$ cat src/rtl/mips_cpu_ifetch.sv
// Instruction-fetch front end.
// Issues one Avalon-style word read per instruction to instruction memory,
// holds the returned word for decode, and tells the PC unit when the held
// instruction has been consumed (pc_en) so the PC advances in lockstep.
// There is no prefetch: a new read is issued only after the previous
// instruction has been consumed or discarded.
module mips_cpu_ifetch #(
  parameter logic [31:0] RESET_VECTOR = 32'hBFC0_0000,
  parameter logic [31:0] NOP_WORD     = 32'h0000_0000
) (
  input  logic        clk,
  input  logic        rst,          // asynchronous, active-low
  input  logic [31:0] pc_in,
  input  logic        active,
  input  logic        instr_ready,
  input  logic        flush,
  output logic [31:0] address,
  output logic        read,
  output logic [3:0]  byteenable,
  input  logic        waitrequest,
  input  logic [31:0] readdata,
  output logic [31:0] instr,
  output logic [31:0] instr_pc,
  output logic        instr_valid,
  output logic        pc_en,
  output logic        fetch_err
);

  // IDLE : waiting to issue a read from pc_in
  // REQ  : read outstanding, result will be kept
  // HOLD : instruction captured, waiting for decode to take it
  // DRAIN: read outstanding after a flush, result will be dropped
  typedef enum logic [1:0] {
    IDLE  = 2'd0,
    REQ   = 2'd1,
    HOLD  = 2'd2,
    DRAIN = 2'd3
  } state_t;

  state_t      state, state_nxt;
  logic [31:0] address_nxt;
  logic        read_nxt;
  logic [31:0] instr_nxt;
  logic [31:0] instr_pc_nxt;
  logic        instr_valid_nxt;
  logic        fetch_err_nxt;

  // Next-state and next-output decode for the fetch FSM.
  always_comb begin
    // NOTE: every signal assigned here starts from a default (its current
    // value) so no path through the case leaves it unassigned and no latch
    // is inferred.
    state_nxt       = state;
    address_nxt     = address;
    read_nxt        = read;
    instr_nxt       = instr;
    instr_pc_nxt    = instr_pc;
    instr_valid_nxt = instr_valid;
    fetch_err_nxt   = fetch_err;

    unique case (state)
      IDLE: begin
        // flush has nothing to discard here, so it is ignored.
        if (active) begin
          if (pc_in[1:0] != 2'b00) begin
            // Sticky until reset: the CPU cannot recover from a bad PC.
            fetch_err_nxt = 1'b1;
          end else if (!fetch_err) begin
            address_nxt = {pc_in[31:2], 2'b00};
            read_nxt    = 1'b1;
            state_nxt   = REQ;
          end
        end
      end

      REQ: begin
        // address/read stay put while the slave stalls; pc_in is ignored.
        if (!waitrequest) begin
          read_nxt = 1'b0;
          if (flush) begin
            // Data arrives in the same cycle as the flush: drop it.
            state_nxt = IDLE;
          end else begin
            instr_nxt       = readdata;
            instr_pc_nxt    = address;
            instr_valid_nxt = 1'b1;
            state_nxt       = HOLD;
          end
        end else if (flush) begin
          // A stalled Avalon read cannot be withdrawn; finish it and discard.
          state_nxt = DRAIN;
        end
      end

      HOLD: begin
        // flush takes priority over a simultaneous consume.
        if (flush) begin
          instr_valid_nxt = 1'b0;
          instr_nxt       = NOP_WORD;
          state_nxt       = IDLE;
        end else if (instr_ready) begin
          instr_valid_nxt = 1'b0;
          state_nxt       = IDLE;
        end
      end

      DRAIN: begin
        if (!waitrequest) begin
          read_nxt  = 1'b0;
          state_nxt = IDLE;
        end
      end

      default: begin
        state_nxt = IDLE;
        read_nxt  = 1'b0;
      end
    endcase
  end

  // State and registered outputs; reset abandons any outstanding read.
  always_ff @(posedge clk or negedge rst) begin
    if (!rst) begin
      state       <= IDLE;
      address     <= '0;
      read        <= 1'b0;
      instr       <= NOP_WORD;
      instr_pc    <= RESET_VECTOR;
      instr_valid <= 1'b0;
      fetch_err   <= 1'b0;
    end else begin
      // NOTE: sequential state uses non-blocking assignment so every
      // register samples pre-edge values regardless of statement order.
      state       <= state_nxt;
      address     <= address_nxt;
      read        <= read_nxt;
      instr       <= instr_nxt;
      instr_pc    <= instr_pc_nxt;
      instr_valid <= instr_valid_nxt;
      fetch_err   <= fetch_err_nxt;
    end
  end

  // Consume handshake back to the PC unit; a flush suppresses the advance.
  assign pc_en      = instr_valid && instr_ready && !flush;

  // Always whole-word reads.
  assign byteenable = 4'b1111;

endmodule
$ cat config.mk
export PLATFORM = sky130hd
export DESIGN_NAME = mips_cpu_ifetch
export DESIGN_NICKNAME = d
export VERILOG_FILES = /design/src/rtl/mips_cpu_ifetch.sv
export SDC_FILE = /design/constraint.sdc
export NUM_CORES = 1
export LEC_CHECK = 0
export CAP_MARGIN = 20
export CORE_ASPECT_RATIO = 2
export CORE_UTILIZATION = 35
export DETAILED_ROUTE_END_ITERATION = 8
export PLACE_DENSITY = 0.74
export SYNTH_ARGS = -nofsm -noshare
export SYNTH_HDL_FRONTEND = slang
export SYNTH_SLANG_ARGS = --single-unit
$ cat constraint.sdc
create_clock -name clk -period 2.5 [get_ports clk]
set_clock_uncertainty 0.1 [all_clocks]
set_input_delay 0.375 -clock clk [delete_from_list [all_inputs] [get_ports clk]]
set_output_delay 0.375 -clock clk [all_outputs]
set_load 0.005 [all_outputs]
# Word level (Yosys, flattened, before mapping)
# Index checks and enable logic that the tools add are counted.
# totals
reg_bits,97
in_bits,70
out_inout_bits,104
wordCells,63
# classes
eq_ne,13
mux,24
bitwise,4
reduce_logical,15
# ops
operator,count
$mux 32,3
$pmux 32 s2,1
$mux 2,9
$ne 2x2->1 const B,8
$reduce_and 4->1,3
$mux 1,8
$pmux 2 s4,1
$ne 3x3->1 const B,2
$reduce_and 3->1,2
$reduce_and 6->1,1
$reduce_bool 2->1,3
$reduce_and 5->1,1
$eq 2x2->1 const B,2
$not 1->1,4
$pmux 1 s2,2
$eq 2x1->1 const B,1
$logic_and 1x1->1,2
$logic_not 2->1,1
$reduce_or 2->1,1
$logic_not 1->1,1

# Depth between registers and ports, before layout
# logic_depth
depth_word,4
ltp_mapped,5

# Least setup slack after synthesis
# No wires, ideal clock.
# synth_path
path_kind,flip-flop to flip-flop
startpoint,register state[0]
endpoint,register address[17]
arrival_time_ns,1.742
slack_ns,0.533
path_stages_with_launch,6
path_buffers,2
period_less_slack_ns,1.967
cell_sequence,dfrtp_1 > or3b_1 > or4_1 > buf_6 > buf_8 > mux2_4
# synth_between
elab_chain_cells,2
# synth_lines
element,line_no,source
start: declaration,40,"state_t state, state_nxt;"
start signal: assignment,134,state <= state_nxt;
$logic_not 2->1,61,unique case (state)
$reduce_and 4->1 (no line),-,
end signal: assignment,135,address <= address_nxt;
end: declaration,17,"output logic [31:0] address,"
# No other way between the ends.
# A chain may end at the register's enable or synchronous reset.

# Worst setup path after layout
# layout_path
startpoint,input active
endpoint,register address[30]
# layout_between
elab_chain_cells,1
# layout_lines
element,line_no,source
start: declaration,14,"input logic active,"
$reduce_and 4->1 (no line),-,
# No other way between the ends.

==> impl_metrics.csv <==
group,metric,value,unit
clock_tree,clk_pin_slew,0.07,ns
final_layout,area_growth_syn_to_layout,52.5,%
die,die_area,11800,sq um
die,ios,174,
yosys,ys_seq_area_share,61.5,%
timing,rsz0062_at_grt,"no",
power_and_ir_drop,power.leakage,2.77,nW
yosys,synth_top_area_share,55.6,%
clock_tree,cts_root_buf,"clkbuf_16",
timing,worst_slack,0.245,ns
placed_design,gp_congestion,0.774,
setup_path,crit_path_max_fanout,32,
power_and_ir_drop,p_per_area,659,nW/um^2
status,status,"finished, violations left",
global_route,antenna_found_initial,0,
final_layout,drive_gt1_share,20.5,%
yosys,yosysTopAreaCell,"dfrtp_1",
die,initial_utilization,36.2,%
setup_path,reg2reg_to,"address[30]",
timing,period_needed,2.25,ns
clock_tree,htree_levels,3,
die,core-area,10900,sq um
yosys,netlist_area,3960,sq um
detailed_routing,ant_nets,0,
detailed_routing,routedWlPerCell,16.1,um
setup_path,start_kind,"input port",
power_and_ir_drop,finalPower,3.98,mW
timing,maxSlewViolCount,0,
clock_tree,cts_sinks,97,
setup_path,critPathKind,"in -> reg",
timing,holdWs,-0.0210,ns
global_route,grt_pass1_vias,3118,
detailed_routing,wl,9770,um
final_layout,fin_nets,533,
clock_tree,cts_resized,0,
detailed_routing,firstDrtPassIters,4,
detailed_routing,drc,0,
yosys,synth_area_leaders,"dfrtp_1, mux2_4, mux2_2",
setup_path,worst_ep_arrival_time,2.37,ns
yosys,ys_types,26,
clock_tree,insertion_delay,0.34,ns
clock_tree,post_cts_buffers,0,
timing,max_clock_freq,444,MHz
job,cap_violations,0,
clock_tree,cts_buffers,9,
final_layout,postLayoutCoreUtil,55.2,%
clock_tree,cts_max_path_buffers,2,
global_route,grt_max_degree,98,
final_layout,final_area,6040,sq um
setup_path,reg2reg_depth,4,
placed_design,dpl_worst_slack,-0.0871,ns
detailed_routing,dr.first_iter.drc_count,114,
global_route,gr-total-overflow,0,
clock_tree,cts_tree,"yes",
timing,period_share,90.2,%
placed_design,dpl.hpwl,7050,um
global_route,grt_use_total,17.6,%
clock_tree,cts_hold_buf,0,
timing,worstMarginPinSlew,0.557,ns
detailed_routing,num_vias,2871,
placed_design,postPlaceCellArea,5720,sq um
timing,finalHoldViolations,27,
timing,finalSetupViolations,0,
die,die_h,153,um
yosys,syn_inst,300,
die,num_rows,54,
worst_hold_path,hold_class,"in -> async",
yosys,synth.ff_latch_count,97,
yosys,ys_warn_count,0,
placed_design,io_buffers,165,
status,violations,"negative hold slack",
detailed_routing,drt-vias-per-instance,4.72,
setup_path,r2r_slack,0.27,ns
yosys,avgSynthCellArea,13.2,sq um
timing,relSlewSlack,62.8,%
setup_path,reg2reg_from,"state[0]",
final_layout,antenna_cells,0,
power_and_ir_drop,ir_drop,0.352,mV
die,die_w,77.3,um
setup_path,critPathRequiredTime,2.61,ns
global_route,grt_pass1_wl,16200,um
setup_path,end_kind,"register",
[registers in the layout (all words and copies together) (netlist names)]
signal       flops
instr_valid      1
instr_pc        30
read             1
address         30
fetch_err        1
instr           32
state            2
[critical path, stage by stage]
cell             delay, ns
clkdlybuf4s50_1       0.46
or3b_1                0.38
or4_2                 0.60
buf_12                0.23
mux2_4                0.31
[layout make-up]
cell class	instances	area, sq um
timing repair buffer	172	1740
clock inverter	7	85.1
tap	140	175
clock buffer	9	225
multi-input combinational	150	1250
fill	949	4900
sequential	97	2440
inverter	33	124
[how the worst max path moves through the flow]
stage	to	cells after the start	slack, ns	startpoint
floorplan	address[17]	5	0.53	state[0]
global placement	address[3]	5	-0.07	active
detailed placement	address[31]	5	-0.09	active
CTS	address[9]	5	0.26	active
global route	address[9]	4	0.20	state[0]
finish	address[30]	5	0.25	active
[cell families (layout without fill, tap and decap cells)]
family,after synthesis,in the layout,share of synthesized area [%]
and+or+nand+nor,45,45,5.84
other,2,8,0.189
buffers and inverters,59,221,7.73
AOI/OAI and AO/OA,37,37,5.02
muxes,60,60,19.7
DFF,97,97,61.5
[layout by cell type (no fill, tap or decap), types with 8 or more instances in the layout]
cell type and n:
inv_1 33, mux2_4 28, mux2_2 32, dfrtp_1 88, nand3_1 32, clkdlybuf4s50_1 164
o21ai_0 32, clkbuf_16 9, dfstp_2 9, conb_1 8
[synthesized netlist by cell type]
library cell	n
o22ai_1	1
o22a_1	2
or2b_1	1
conb_1	2
buf_2	3
nand2_1	4
o21ai_0	32
nor2_1	3
dfrtp_1	88
mux2_4	28
buf_8	1
buf_6	1
mux2_2	32
inv_1	33
nor4b_1	1
dfstp_2	9
nand2b_1	1
nand3_1	32
o21bai_1	2
and3_1	1
clkbuf_1	10
buf_1	1
buf_12	2
or3b_1	1
or4_1	1
buf_4	8
[power breakdown]
| part | leakage (nW) | switching (mW) | internal, mW |
|---|---|---|---|
| sequential | 1.25 | 0.110 | 1.74 |
| combinational | 1.37 | 0.217 | 0.494 |
| clock | 0.146 | 0.617 | 0.797 |
| total | 2.77 | 0.944 | 3.04 |
[metrics by stage]
stage	setup TNS, ns	hold slack [ns]	std cells
after global routing	0	0.0173	608
after detailed placement	-2.25	0.378	591
after global placement	-1.84	0.365	591
after floorplan	0	-0.0206	306
final	0	-0.0210	608
after CTS	0	0.00386	607
[routing by layer]
metal,GRT usage [%],routed length [um],vias up
met5,0,0,-
met4,9.79,425,0
met3,3.71,499,24
met2,31.1,5240,116
met1,19.1,3600,1418
li1,-,-,1313
(Power assumes the default switching activity.)
